<file path="config.mk">
export PLATFORM = sky130hd
export DESIGN_NAME = router_fsm
export DESIGN_NICKNAME = d
export VERILOG_FILES = /design/src/rtl/router_fsm.sv
export SDC_FILE = /design/constraint.sdc
export NUM_CORES = 1
export LEC_CHECK = 0
export CAP_MARGIN = 20
export CORE_AREA = 2 2 39 41
export DETAILED_ROUTE_END_ITERATION = 7
export DIE_AREA = 0 0 41 43
export PLACE_DENSITY = 0.7
export REMOVE_ABC_BUFFERS = 1
export SETUP_SLACK_MARGIN = 0.5
export SLEW_MARGIN = 15
export SYNTH_ARGS = -nofsm -noshare
export SYNTH_HDL_FRONTEND = slang
export SYNTH_SLANG_ARGS = --single-unit
</file>
<file path="constraint.sdc">
create_clock -name clock -period 1.46 [get_ports clock]
set_input_delay 0.146 -clock clock [delete_from_list [all_inputs] [get_ports clock]]
set_output_delay 0.146 -clock clock [all_outputs]
set_load 0.01 [all_outputs]
</file>
<file path="src/rtl/router_fsm.sv">
// router_fsm: control state machine for the 1x3 router.
// Decodes the header address, sequences header/payload/parity loading through
// the register stage, stalls on a full FIFO and raises busy to hold off the source.
module router_fsm (
  input  logic       clock,
  input  logic       resetn,
  input  logic       pkt_valid,
  input  logic [1:0] data_in,
  input  logic       fifo_full,
  input  logic       fifo_empty_0,
  input  logic       fifo_empty_1,
  input  logic       fifo_empty_2,
  input  logic       soft_reset_0,
  input  logic       soft_reset_1,
  input  logic       soft_reset_2,
  input  logic       parity_done,
  input  logic       low_pkt_valid,
  output logic       detect_add,
  output logic       lfd_state,
  output logic       ld_state,
  output logic       laf_state,
  output logic       full_state,
  output logic       rst_int_reg,
  output logic       write_enb_reg,
  output logic       busy
);

  typedef enum logic [2:0] {
    DECODE_ADDRESS     = 3'd0,
    LOAD_FIRST_DATA    = 3'd1,
    LOAD_DATA          = 3'd2,
    WAIT_TILL_EMPTY    = 3'd3,
    FIFO_FULL_STATE    = 3'd4,
    LOAD_AFTER_FULL    = 3'd5,
    LOAD_PARITY        = 3'd6,
    CHECK_PARITY_ERROR = 3'd7
  } state_e;

  state_e     r_state;
  state_e     w_next;
  logic [1:0] r_addr;
  logic       w_hdr_valid;
  logic       w_empty_hdr;
  logic       w_empty_addr;
  logic       w_soft_rst;

  // A header is accepted only when the source presents it with a legal address.
  assign w_hdr_valid = pkt_valid && (data_in != 2'd3);

  // Select the empty flag of the port named by the live header and by the latched address,
  // and detect a timeout reset that targets the port this packet is bound for.
  always_comb begin
    // NOTE: every signal driven here gets a default first, so no path leaves it unassigned and no latch is inferred.
    w_empty_hdr  = 1'b0;
    w_empty_addr = 1'b0;
    w_soft_rst   = 1'b0;
    case (data_in)
      2'd0:    w_empty_hdr = fifo_empty_0;
      2'd1:    w_empty_hdr = fifo_empty_1;
      2'd2:    w_empty_hdr = fifo_empty_2;
      default: w_empty_hdr = 1'b0;
    endcase
    case (r_addr)
      2'd0: begin
        w_empty_addr = fifo_empty_0;
        w_soft_rst   = soft_reset_0;
      end
      2'd1: begin
        w_empty_addr = fifo_empty_1;
        w_soft_rst   = soft_reset_1;
      end
      2'd2: begin
        w_empty_addr = fifo_empty_2;
        w_soft_rst   = soft_reset_2;
      end
      default: begin
        w_empty_addr = 1'b0;
        w_soft_rst   = 1'b0;
      end
    endcase
  end

  // State register and destination-address latch.
  always_ff @(posedge clock or negedge resetn) begin
    if (!resetn) begin
      r_state <= DECODE_ADDRESS;
      r_addr  <= 2'd0;
    end else begin
      // NOTE: sequential state uses non-blocking assignments so every register samples pre-edge values.
      r_state <= w_next;
      if (r_state == DECODE_ADDRESS && w_hdr_valid) begin
        r_addr <= data_in;
      end
    end
  end

  // Next-state decode; a matching soft reset overrides every transition.
  always_comb begin
    w_next = r_state;
    case (r_state)
      DECODE_ADDRESS: begin
        if (w_hdr_valid) begin
          w_next = w_empty_hdr ? LOAD_FIRST_DATA : WAIT_TILL_EMPTY;
        end
      end
      LOAD_FIRST_DATA: w_next = LOAD_DATA;
      LOAD_DATA: begin
        if (fifo_full) begin
          w_next = FIFO_FULL_STATE;
        end else if (!pkt_valid) begin
          w_next = LOAD_PARITY;
        end
      end
      WAIT_TILL_EMPTY: begin
        if (w_empty_addr) begin
          w_next = LOAD_FIRST_DATA;
        end
      end
      FIFO_FULL_STATE: begin
        if (!fifo_full) begin
          w_next = LOAD_AFTER_FULL;
        end
      end
      LOAD_AFTER_FULL: begin
        if (parity_done) begin
          w_next = DECODE_ADDRESS;
        end else if (low_pkt_valid) begin
          w_next = LOAD_PARITY;
        end else begin
          w_next = LOAD_DATA;
        end
      end
      LOAD_PARITY: w_next = CHECK_PARITY_ERROR;
      CHECK_PARITY_ERROR: begin
        w_next = fifo_full ? FIFO_FULL_STATE : DECODE_ADDRESS;
      end
      default: w_next = DECODE_ADDRESS;
    endcase
    if (w_soft_rst) begin
      w_next = DECODE_ADDRESS;
    end
  end

  // Moore outputs: pure decodes of the state register.
  assign detect_add    = (r_state == DECODE_ADDRESS);
  assign lfd_state     = (r_state == LOAD_FIRST_DATA);
  assign ld_state      = (r_state == LOAD_DATA);
  assign laf_state     = (r_state == LOAD_AFTER_FULL);
  assign full_state    = (r_state == FIFO_FULL_STATE);
  assign rst_int_reg   = (r_state == CHECK_PARITY_ERROR);
  assign write_enb_reg = (r_state == LOAD_DATA) || (r_state == LOAD_PARITY) ||
                         (r_state == LOAD_AFTER_FULL);
  assign busy          = (r_state != DECODE_ADDRESS) && (r_state != LOAD_DATA);

endmodule
</file>
==> metrics.log <==
INFO  metric core_area = approximately 1400 sq um
INFO  metric setup_viol_count_final = 2
INFO  metric netlist_instances = 56
INFO  metric drt_drc_violations_left = 0
INFO  metric place_congestion = roughly 0.8
INFO  metric yosysWarnings = 0
INFO  metric achievable-frequency = approximately 670 MHz
INFO  metric critical_path_buf_inv_count = 3
INFO  metric finish.instance_area = about 1000 sq um
INFO  metric first_global_vias = roughly 580
INFO  metric crit_top_cell = buf_6
INFO  metric synth_compound_area_share = around 27%
INFO  metric cts_tree = done
INFO  metric place_hpwl = ~950 um
INFO  metric detailedRoute.firstIterationViolations = 12
INFO  metric detailroute.via_count = roughly 600
INFO  metric cts_num_sinks = 5
INFO  metric fin_crit_sh = 103%
INFO  metric outcome = finished with violations
INFO  metric final_net_count = about 120
INFO  metric max_cap_viol_count = 0
INFO  metric floorplan.rows = 14
INFO  metric number_of_enable_type_register_cells_in_the_synthesized_netlist = 0
INFO  metric failed_checks = negative setup slack
INFO  metric cellLeakagePower = 0.456 nW
INFO  metric worst_hold_path_type = in -> async
INFO  metric global_route_wire_length_before_repair = 2.34 mm
INFO  metric synthDistinctLibCells = 29
INFO  metric synth.cell_area = 462 sq um
INFO  metric antenna_cells_inserted = 0
INFO  metric timing.clock.skew = about 0.0014 ns
INFO  metric htree_levels = 1
INFO  metric design.die.area = approximately 1800 sq um
INFO  metric wire_per_inst = roughly 14 um
INFO  metric clock_path_buffers = 2
INFO  metric cp_max_fo = 3
INFO  metric rsz_0062_raised_after_global_routing = yes
INFO  metric setup_crit_end_kind = flip-flop
INFO  metric synth-simple-area-share = roughly 33%
INFO  metric rrSetupSlack = -0.04 ns
INFO  metric area_added_between_synthesis_and_finish = 112%
INFO  metric chipHeight = 43 um
INFO  metric synth_sequential_area_ratio = about 27%
INFO  metric rr_startpoint = r_state[2]
INFO  metric worst_setup_path_startpoint = r_state[2]
INFO  metric muxShareOfSynthArea = ~4.3%
INFO  metric effective_utilization_at_floorplan = roughly 33%
INFO  metric grt_start_max_net_pins = 9
INFO  metric timing.final.hold_violations = 0
INFO  metric crit_path_top_delay_cell = dfrtp_1
INFO  metric detail_route.vias_per_cell = a little over 5
INFO  metric clock_insertion_delay_worst_skew = between 0.2 and 0.25 ns
INFO  metric synth_top_family_by_area = simple AND/OR/NAND/NOR gates
INFO  metric cts_buffers = 3
INFO  metric overall_power = between 1.5 and 2 mW
INFO  metric worst_slack = -0.0388 ns
INFO  metric wirelength = ~1.7 mm
INFO  metric finalCriticalPeriod = roughly 1.5 ns
INFO  metric power.density_cell_area = approximately 1800 nW/um^2
INFO  metric endpoint_of_the_most_critical_setup_path = r_state[2]
INFO  metric clkSlewWorstSetupHoldPaths = about 0.040 ns
INFO  metric grt_remaining_overflow = 0
INFO  metric gr-usage-all-layers = 20.1%
INFO  metric postRouteAntennaNets = 0
INFO  metric yosys.area_share.xor_xnor = 0%
INFO  metric max-vdd-ir-drop = around 1100 uV
INFO  metric crit_family = simple AND/OR/NAND/NOR gates
INFO  metric cts_root_buffer = clkbuf_4
INFO  metric crit_cells = 7
INFO  metric drt_pass1_iterations = 4
INFO  metric path_cells = buf_6 -> buf_6 -> nor3b_4 -> buf_4 -> nand3b_1 -> o41a_1 -> nor4b_4
INFO  metric crit_arrival = approximately 1.6 ns
INFO  metric worst_slew_margin_rel = around 72%
INFO  metric initial_antenna_violation_count = 0
INFO  metric port_buffer_count = 21
INFO  metric max_stage_delay = around 0.41 ns
INFO  metric synthesis.area_per_instance = slightly above 8 sq um
INFO  metric cts_hold_buf = 0
INFO  metric number_of_max_slew_violations_in_the_final_report = 0
INFO  metric cp.required = about 1.6 ns
INFO  metric critical_path_class = reg -> reg
INFO  metric r2r.worst_path.cells = 7
INFO  metric synth.ff_latch_count = 5
INFO  metric synth-main-ff-cell = dfrtp_1
INFO  metric startpoint_type = flip-flop
INFO  metric worst_tran_pin_value = approximately 0.42 ns
INFO  metric post_synth_fa_ha_maj_area_fraction = 0%
INFO  metric placed_cell_area = approximately 740 sq um
INFO  metric r2r_end = r_state[2]
INFO  metric die_w = ~41 um
INFO  metric num_io_pins = 22
INFO  metric post_route_cells_drive_above_1_share = between 50% and 60%
INFO  metric synthArstFlopShare = 100%
-- power breakdown --
part | total (mW) | internal (mW) | switching [mW]
logic | 1.27 | 0.724 | 0.548
registers | 0.315 | 0.203 | 0.112
clock network | 0.154 | 0.103 | 0.0508
total | 1.74 | 1.03 | 0.711
-- sequential cells by signal, indices dropped and copies added (netlist names) --
| name | count |
|---|---|
| r_state | 3 |
| r_addr | 2 |
-- how the worst min path moves through the flow --
stage / start / cells after the start / end
CTS: resetn / 1 / r_state[2]
detailed placement: resetn / 1 / r_addr[0]
global route: resetn / 1 / r_addr[1]
floorplan: resetn / 0 / r_addr[0]
finish: resetn / 1 / r_addr[0]
global placement: resetn / 1 / r_addr[0]
-- worst register-to-register path: cells and delay by family, from the launching register on --
family	cells	cell delay, ns
simple gates	3	0.43
flops	1	0.41
buf+inv	3	0.40
compound gates	1	0.13
-- cell type report --
| class | count | area [sq um] |
|---|---|---|
| Inverter | 3 | 18.8 |
| Tap cell | 16 | 20.0 |
| Clock buffer | 4 | 26.3 |
| Multi-Input combinational cell | 45 | 373 |
| Timing Repair Buffer | 45 | 412 |
| Sequential cell | 5 | 128 |
| Fill cell | 103 | 407 |
-- metal layers --
metal	up-vias	share of wire [%]	GRT usage, %	routed length, um
met2	5	54	28.4	895
met4	0	0.84	14.0	14
li1	301	-	-	-
met3	2	0.60	3.14	10
met1	294	45	26.5	739
met5	-	0	0	0
-- layout by cell type, fill, tap and decap left out, types with 2 or more instances in the layout --
master / n
buf_6: 15
clkdlybuf4s50_1: 13
buf_4: 11
nor2_1: 6
buf_2: 6
nor3_4: 3
nand2_1: 3
a21oi_1: 3
clkbuf_4: 3
dfrtp_1: 3
nand2_4: 2
nor2_2: 2
mux2i_1: 2
nand3b_1: 2
nor2b_1: 2
o21ai_0: 2
dfrtp_2: 2
-- metrics by stage --
stage                     TNS (ns)  hold WS, ns  setup WS (ns)  std cells  utilization [%]
after floorplan                  0       -0.150          0.122         53                -
after global placement     -0.0702        0.374        -0.0558        100             53.3
after detailed placement    -0.218        0.374         -0.116        100             53.3
after CTS                        0        0.119         0.0132        114             62.3
after global routing        -0.261        0.124        -0.0975        118             70.6
final                      -0.0566        0.122        -0.0388        118             70.6
-- timing repair --
item	CTS	global route
setup buffers	10	4
pin swaps	6	5
gates resized for setup	46	24
setup endpoints to repair	13	13
-- cells by family after synthesis --
logic type,after synthesis
flops,5
simple gates,26
compound gates,17
buf+inv,6
mux,2
-- synthesized netlist by cell type (all sizes together) (2+ instances only) --
library cell | instances | share of area (%)
nand2 | 5 | 4.6
buf | 3 | 6.5
mux2i | 2 | 4.3
nor2b | 2 | 2.7
o21ai | 3 | 3.3
nor2 | 9 | 7.3
nand3b | 2 | 3.3
inv | 3 | 2.4
nor3 | 4 | 5.4
dfrtp | 5 | 27
a21oi | 4 | 4.3
Note: power is estimated with default switching activity, not from simulation.
